File: config.mk
export PLATFORM = sky130hd
export DESIGN_NAME = mem_access_ctrl
export DESIGN_NICKNAME = d
export VERILOG_FILES = /design/src/rtl/mem_access_ctrl.sv
export SDC_FILE = /design/constraint.sdc
export NUM_CORES = 1
export LEC_CHECK = 0
export BUFFER_PORTS_ARGS = -buffer_cell sky130_fd_sc_hd__buf_2
export CAP_MARGIN = 20
export CELL_PAD_IN_SITES_DETAIL_PLACEMENT = 2
export CELL_PAD_IN_SITES_GLOBAL_PLACEMENT = 2
export CORE_UTILIZATION = 29
export DETAILED_ROUTE_END_ITERATION = 16
export PLACE_DENSITY_LB_ADDON = 0.1
export SYNTH_ARGS = -nofsm -noshare
export SYNTH_HDL_FRONTEND = slang
export SYNTH_SLANG_ARGS = --single-unit
File: constraint.sdc
create_clock -name cpu_clk -period 2.1 [get_ports cpu_clk]
set_input_delay 0.42 -clock cpu_clk [delete_from_list [all_inputs] [get_ports cpu_clk]]
set_output_delay 0.42 -clock cpu_clk [all_outputs]
set_load 0.05 [all_outputs]
File: src/rtl/mem_access_ctrl.sv
// MEM-stage data-memory access controller: bus handshake, stall, load formatting.
// Optional MEM_ALIGN_CHK_EN: misaligned accesses skip the bus and flag misalign_err.
module mem_access_ctrl #(
    parameter int ADDR_W = 32
) (
    input  logic              cpu_clk,
    input  logic              cpu_rstn,
    input  logic              mem_req,
    input  logic              mem_wen,
    input  logic [1:0]        mem_size,
    input  logic              mem_sext,
    input  logic [ADDR_W-1:0] mem_addr,
    input  logic [31:0]       mem_wdata,
    output logic              suspend,
    output logic              suspend_finish,
    output logic [31:0]       ld_data,
    output logic              misalign_err,
    output logic              bus_req,
    output logic              bus_wen,
    output logic [ADDR_W-1:0] bus_addr,
    output logic [3:0]        bus_wstrb,
    output logic [31:0]       bus_wdata,
    input  logic              bus_gnt,
    input  logic              bus_ack,
    input  logic [31:0]       bus_rdata
);

    typedef enum logic [1:0] {
        IDLE,
        REQ,
        WAIT,
        DONE
    } state_t;

    state_t      state_q;
    state_t      state_d;
    logic [1:0]  size_q;
    logic        sext_q;
    logic [1:0]  off_q;
    logic [3:0]  strb_d;
    logic [31:0] wdata_d;
    logic [31:0] fmt_d;
    logic        start;
    logic        mis_d;

    assign start = (state_q == IDLE) && mem_req;

    // Misalignment check on the incoming request
    always_comb begin
        mis_d = 1'b0;
        unique case (1'b1)
            mem_size == 2'b01: mis_d = mem_addr[0];
            mem_size[1]:       mis_d = |mem_addr[1:0];
            default:           mis_d = 1'b0;
        endcase
    end

`ifdef MEM_ALIGN_CHK_EN
    logic err_q;

    // Remember whether the current access was rejected as misaligned
    always_ff @(posedge cpu_clk or negedge cpu_rstn) begin
        if (!cpu_rstn)
            err_q <= 1'b0;
        else if (start)
            err_q <= mis_d;
    end

    assign misalign_err = (state_q == DONE) && err_q;
`else
    logic unused_mis;
    assign unused_mis   = mis_d;
    assign misalign_err = 1'b0;
`endif

    // Byte strobes and lane-replicated store data from the request
    always_comb begin
        strb_d  = 4'b1111;
        wdata_d = mem_wdata;
        unique case (mem_size)
            2'b00: begin
                strb_d  = 4'b0001 << mem_addr[1:0];
                wdata_d = {4{mem_wdata[7:0]}};
            end
            2'b01: begin
                strb_d  = 4'b0011 << {mem_addr[1], 1'b0};
                wdata_d = {2{mem_wdata[15:0]}};
            end
            default: begin
                strb_d  = 4'b1111;
                wdata_d = mem_wdata;
            end
        endcase
    end

    // Lane select and sign/zero extension of read data
    always_comb begin
        logic [7:0]  b;
        logic [15:0] h;
        b     = 8'h00;
        h     = off_q[1] ? bus_rdata[31:16] : bus_rdata[15:0];
        fmt_d = bus_rdata;
        unique case (off_q)
            2'd0:    b = bus_rdata[7:0];
            2'd1:    b = bus_rdata[15:8];
            2'd2:    b = bus_rdata[23:16];
            default: b = bus_rdata[31:24];
        endcase
        unique case (size_q)
            2'b00:   fmt_d = sext_q ? {{24{b[7]}}, b} : {24'h0, b};
            2'b01:   fmt_d = sext_q ? {{16{h[15]}}, h} : {16'h0, h};
            default: fmt_d = bus_rdata;
        endcase
    end

    // State register
    always_ff @(posedge cpu_clk or negedge cpu_rstn) begin
        if (!cpu_rstn)
            state_q <= IDLE;
        else
            state_q <= state_d;
    end

    // Next-state logic; DONE always returns to IDLE ignoring mem_req
    always_comb begin
        state_d = state_q;
        unique case (state_q)
            IDLE: begin
                if (mem_req) begin
`ifdef MEM_ALIGN_CHK_EN
                    state_d = mis_d ? DONE : REQ;
`else
                    state_d = REQ;
`endif
                end
            end
            REQ:     if (bus_gnt) state_d = WAIT;
            WAIT:    if (bus_ack) state_d = DONE;
            default: state_d = IDLE;
        endcase
    end

    // Latch request fields at start; capture load result on ack
    always_ff @(posedge cpu_clk or negedge cpu_rstn) begin
        if (!cpu_rstn) begin
            bus_wen   <= 1'b0;
            bus_addr  <= '0;
            bus_wstrb <= 4'h0;
            bus_wdata <= 32'h0;
            size_q    <= 2'b00;
            sext_q    <= 1'b0;
            off_q     <= 2'b00;
            ld_data   <= 32'h0;
        end else if (start) begin
            bus_wen   <= mem_wen;
            bus_addr  <= {mem_addr[ADDR_W-1:2], 2'b00};
            bus_wstrb <= strb_d;
            bus_wdata <= wdata_d;
            size_q    <= mem_size;
            sext_q    <= mem_sext;
            off_q     <= mem_addr[1:0];
`ifdef MEM_ALIGN_CHK_EN
            if (mis_d)
                ld_data <= 32'h0;
`endif
        end else if (state_q == WAIT && bus_ack) begin
            ld_data <= bus_wen ? 32'h0 : fmt_d;
        end
    end

    assign bus_req        = (state_q == REQ);
    assign suspend_finish = (state_q == DONE);
    assign suspend        = cpu_rstn &&
                            (start || state_q == REQ || state_q == WAIT);

endmodule
# == Yosys cells after proc, flatten, opt, wreduce, memory -nomap -nowiden ==
# Index checks and enable logic that the tools add are counted.
# W data, S select, Z words.
# classes
n_eq_ne,10
shifts,2
muxes,12
bitwise,1
n_reduce_logical,11
# ops
operator,count
$pmux W32 S2,2
$mux W32,3
$pmux W8 S3,1
$mux W16,1
$eq A2 B1 Y1 const B,4
$logic_not A2 Y1,4
$pmux W4 S2,1
$eq A2 B2 Y1 const B,3
$mux W2,3
$pmux W2 S3,1
$ne A2 B2 Y1 const B,2
$shl A1 B2 Y4 const A,1
$shl A2 B2 Y4 const A,1
$logic_and A1 B1 Y1,3
$reduce_and A3 Y1,1
$logic_or A1 B1 Y1,2
$ne A2 B1 Y1 const B,1
$reduce_and A2 Y1,1
$not A1 Y1,1
# totals
register_bits,106
elab_cells,45

# == Logic depth before layout (Yosys ltp) ==
# logic_depth
ltp_word,5
depth_mapped,9
depth_no_buf,6

# == Least setup slack after synthesis ==
# No wires, ideal clock.
# synth_path
path_type,reg-to-output
startpoint,register state_q[0]
endpoint,output port suspend
t_arrival_ns,1.574
required_ns,1.680
setup_slack_ns,0.106
path_stages_with_launch,7
path_cell_list,dfrtp_1 -> inv_1 -> ha_1 -> and2_1 -> buf_6 -> buf_2 -> o31a_1
# synth_via
elab_chain_cells,5
elab_cells_between_ends,7
classes_between,2 x eq/ne; 5 x reduce/logical
# synth_rtl
item,line_no,rtl
from (decl),35,state_t state_q;
from (signal assigned),121,state_q <= state_d;
$logic_not A2 Y1,46,assign start = (state_q == IDLE) && mem_req;
$logic_and A1 B1 Y1,46,
$logic_or A1 B1 Y1,174,(start || state_q == REQ || state_q == WAIT);
$logic_or A1 B1 Y1 *,174,
$logic_and A1 B1 Y1 *,173,assign suspend = cpu_rstn &&
to (decl),14,"output logic suspend,"
# Every way passes the cells marked *; elsewhere a longest branch is shown, timed or not.

# == Worst setup path after layout ==
# layout_path
startpoint,register state_q[1]
endpoint,output port suspend
# Same word-level chain as after synthesis.

==> metrics.txt <==
# TYPE chip_impl_metric gauge
chip_impl_metric{name="post_drt_wl_per_cell",unit="um"} 19.01
chip_impl_metric{name="cts_hold_buffers",unit=""} 0
chip_impl_info{name="most_common_cell_in_the_synthesized_netlist",value="sky130_fd_sc_hd__dfrtp_1"} 1
chip_impl_metric{name="drt_first_iter_violations",unit=""} 152
chip_impl_info{name="dominantRegCellSynth",value="sky130_fd_sc_hd__dfrtp_1"} 1
chip_impl_metric{name="routed-via-count",unit=""} 4273
chip_impl_metric{name="sequential_cell_area",unit="um2"} 2653
chip_impl_metric{name="clkPwrFrac",unit=""} 0.137
chip_impl_metric{name="route.detailed.vias_per_inst",unit=""} 4.934
chip_impl_metric{name="drc_errors",unit=""} 0
chip_impl_metric{name="ir_drop",unit="mV"} 0.6695
chip_impl_metric{name="track_usage",unit=""} 0.1928
chip_impl_info{name="worstSetupStartpointType",value="flip-flop"} 1
chip_impl_metric{name="period_minus_slack",unit="ns"} 2.022
chip_impl_metric{name="timing.max_slew.rel_slack",unit=""} 0.6130
chip_impl_metric{name="power.combinational.fraction",unit=""} 0.570
chip_impl_metric{name="drt-total-wl",unit="um"} 16460
chip_impl_metric{name="power.sequential.fraction",unit=""} 0.293
chip_impl_metric{name="timing.final.crit_share",unit=""} 0.9629
chip_impl_info{name="cts-root-buf",value="sky130_fd_sc_hd__clkbuf_16"} 1
chip_impl_metric{name="stdcell_area",unit="um2"} 6536
chip_impl_metric{name="grt_first_pass_wirelength",unit="um"} 26210
chip_impl_metric{name="crit_arrival",unit="ns"} 1.60
chip_impl_metric{name="placedInstanceArea",unit="um2"} 6222
chip_impl_info{name="area_contributors_post_synth",value="sky130_fd_sc_hd__dfrtp_1 (54%), sky130_fd_sc_hd__mux2_2 (9.6%), sky130_fd_sc_hd__mux2i_1 (6.9%), sky130_fd_sc_hd__nand2_1 (4.0%), sky130_fd_sc_hd__a221o_1 (3.3%)"} 1
chip_impl_metric{name="drt_first_pass_iters",unit=""} 4
chip_impl_metric{name="p_per_area",unit="nW/um2"} 1861
chip_impl_info{name="worstHoldPathType",value="input port to async pin"} 1
chip_impl_metric{name="switching_share",unit=""} 0.5265
chip_impl_metric{name="grt_start_max_net_pins",unit=""} 107
chip_impl_metric{name="tightest_slew",unit="ns"} 0.5805
chip_impl_metric{name="die_area",unit="um2"} 17510
chip_impl_metric{name="async_flop_share",unit=""} 1.000
chip_impl_metric{name="post_layout_nonfiller_instances",unit=""} 866
chip_impl_metric{name="die-height",unit="um"} 132.3
chip_impl_info{name="path_class",value="flip-flop to output pin"} 1
chip_impl_metric{name="synth_edf_count",unit=""} 0
chip_impl_metric{name="post-synth-top-area-fraction",unit=""} 0.5386
chip_impl_metric{name="numPlacedInstances",unit=""} 848
chip_impl_metric{name="synth.yosys.seq_area_share",unit=""} 0.5386
chip_impl_info{name="grt_setup_unrepaired",value="false"} 1
chip_impl_metric{name="ys_types",unit=""} 41
chip_impl_metric{name="postSynthRegisterBits",unit=""} 106
chip_impl_metric{name="final.setup.tns",unit="ns"} 0
chip_impl_info{name="library_cell_occupying_the_most_area_in_the_post_synthesis_netlist",value="sky130_fd_sc_hd__dfrtp_1"} 1
chip_impl_metric{name="worstPathMaxFanout",unit=""} 5
chip_impl_metric{name="postSynthAreaPerCell",unit="um2"} 11.32
chip_impl_metric{name="power_leakage",unit="uW"} 0.003257
chip_impl_metric{name="row_count",unit=""} 47
chip_impl_metric{name="fin_util",unit=""} 0.3941
chip_impl_metric{name="clk-insertion-delay-late",unit="ns"} 0.36
chip_impl_metric{name="netlist_area",unit="um2"} 4925
chip_impl_metric{name="final.setup_skew",unit="ns"} 0.009601
chip_impl_metric{name="cts.sinks",unit=""} 106
chip_impl_metric{name="worstPathRequired",unit="ns"} 1.68
chip_impl_metric{name="drv_slew",unit=""} 0
chip_impl_metric{name="timing.max_cap.violations",unit=""} 0
chip_impl_metric{name="filler_cell_count",unit=""} 1840
chip_impl_metric{name="layout_stage_area_growth_over_the_synthesis_result",unit="%"} 32.72
chip_impl_metric{name="first_global_vias",unit=""} 4783
chip_impl_metric{name="timing_hold_violations_final",unit=""} 0
chip_impl_metric{name="final_antenna_net_count",unit=""} 0
chip_impl_info{name="timing.critical_path.to_type",value="output pin"} 1
chip_impl_metric{name="timing.fmax",unit="MHz"} 494.6
chip_impl_metric{name="placeableCoreArea",unit="um2"} 16580
chip_impl_metric{name="cts_buffers",unit=""} 9
chip_impl_info{name="outcome",value="finished, final reports clean"} 1
chip_impl_metric{name="horiz_die_dim",unit="um"} 132.3
chip_impl_metric{name="place_worst_setup_slack",unit="ns"} 0.09403
chip_impl_info{name="leading_cell_types_by_count_after_synthesis",value="sky130_fd_sc_hd__dfrtp_1 (106), sky130_fd_sc_hd__nand2_1 (52), sky130_fd_sc_hd__mux2_2 (42)"} 1
chip_impl_metric{name="intPower",unit="uW"} 5759
chip_impl_metric{name="ant_cells",unit=""} 0
chip_impl_metric{name="synthesis.yosys.warnings",unit=""} 0
chip_impl_metric{name="detailed_place_hpwl",unit="um"} 12600
chip_impl_info{name="tritoncts",value="yes"} 1
chip_impl_metric{name="p_switching",unit="uW"} 6404
chip_impl_metric{name="clk_pin_slew",unit="ns"} 0.08
chip_impl_metric{name="design.portCount",unit=""} 210
chip_impl_metric{name="cts.path.max_buffers",unit=""} 2
chip_impl_metric{name="placement.io_buffers",unit=""} 206
chip_impl_metric{name="gate_count_after_technology_mapping",unit=""} 435
chip_impl_metric{name="drive_gt1_frac",unit=""} 0.4536
chip_impl_metric{name="net_total_in_the_final_layout",unit=""} 750
chip_impl_metric{name="leftover_overflow_at_the_end_of_global_routing",unit=""} 0
chip_impl_metric{name="htree_num_levels",unit=""} 3
chip_impl_metric{name="antenna_found_initial",unit=""} 0
chip_impl_metric{name="post-route-worst-setup-slack",unit="ns"} 0.07797
chip_impl_metric{name="gpl.final_weighted_congestion",unit=""} 0.7421
chip_impl_metric{name="initial_core_util",unit=""} 0.2970
chip_impl_metric{name="timing.final.setup_violations",unit=""} 0
chip_impl_metric{name="multiInputGateArea",unit="um2"} 2087
-- cell usage in the layout (no fill, tap or decap), types with 11 or more instances in the layout --
master	count
sky130_fd_sc_hd__mux2i_1	34
sky130_fd_sc_hd__o21ai_1	27
sky130_fd_sc_hd__nor2_1	11
sky130_fd_sc_hd__a221o_1	16
sky130_fd_sc_hd__a21oi_1	18
sky130_fd_sc_hd__o21ai_0	20
sky130_fd_sc_hd__buf_4	20
sky130_fd_sc_hd__nand2_1	51
sky130_fd_sc_hd__mux2_2	42
sky130_fd_sc_hd__buf_2	204
sky130_fd_sc_hd__dfrtp_1	106
-- critical path, cell delays in order (launching register included) --
cell,delay (ns)
sky130_fd_sc_hd__dfrtp_1,0.39
sky130_fd_sc_hd__buf_4,0.14
sky130_fd_sc_hd__ha_1,0.23
sky130_fd_sc_hd__o31a_1,0.33
sky130_fd_sc_hd__buf_6,0.16
-- layout make-up --
type / instances / area share
Inverter: 8 / 0.004594
Sequential cell: 106 / 0.4058
Clock buffer: 11 / 0.03714
Multi-Input combinational cell: 290 / 0.3193
Clock inverter: 5 / 0.007083
Tap cell: 220 / 0.04211
Timing Repair Buffer: 226 / 0.1840
-- stage by stage --
| step | power, uW | hold WS [ns] |
|---|---|---|
| floorplan | 8650 | 0.1244 |
| global placement | 10330 | 0.4605 |
| detailed placement | 10580 | 0.4748 |
| CTS | 12350 | 0.2183 |
| global route | 12840 | 0.2331 |
| finish | 12160 | 0.1917 |
-- power groups by stage --
stage / Sequential, uW / Clock, uW / Combinational, uW
6_report: 3560 / 1670 / 6930
5_1_grt: 3710 / 1800 / 7330
4_1_cts: 3590 / 1740 / 7020
3_5_place_dp: 3630 / 0 / 6950
3_3_place_gp: 3550 / 0 / 6780
2_1_floorplan: 6490 / 0 / 2160
-- kinds of logic after synthesis --
kind of cell               share of synthesized area
adders and majority gates                    0.01016
muxes                                         0.1674
AOI/OAI and AO/OA                             0.1542
buffers and inverters                        0.04065
and+or+nand+nor                              0.08816
DFF                                           0.5386
other                                      0.0007615
-- final timing paths --
kind                                        start                       end  slack (ns)  cells after the start
min in group cpu_clk                 mem_addr[31]  bus_addr[31]$_DFFE_PN0P_        0.30                      2
max                        state_q[1]$_DFFE_PN0P_                   suspend        0.08                      4
max reg2reg                state_q[0]$_DFFE_PN0P_    ld_data[1]$_DFFE_PN0P_        0.22                      6
min                                      cpu_rstn    ld_data[2]$_DFFE_PN0P_        0.19                      2
min reg2reg                ld_data[2]$_DFFE_PN0P_    ld_data[2]$_DFFE_PN0P_        0.48                      2
max in group asynchronous                cpu_rstn  bus_wdata[9]$_DFFE_PN0P_        1.48                      2
-- sequential cells by signal, indices dropped and copies added (netlist names) --
signal	count
bus_addr	30
bus_wen	1
state_q	2
sext_q	1
off_q	2
size_q	2
bus_wdata	32
bus_wstrb	4
ld_data	32
-- per-layer routing --
metal	vias up	share of wire	global-route usage
met1	2167	0.43	0.2355
li1	1965	-	-
met2	129	0.50	0.3345
met4	0	0.013	0.05619
met3	12	0.060	0.04921
met5	-	0	0
-- repair_timing --
item / CTS / global route
pin swaps: 0 / 0
setup endpoints to repair: 1 / 1
buffers inserted: 2 / 0
resized for setup: 3 / 1
endpoints found under the hold margin: 0 / 0
(Power assumes the default switching activity.)
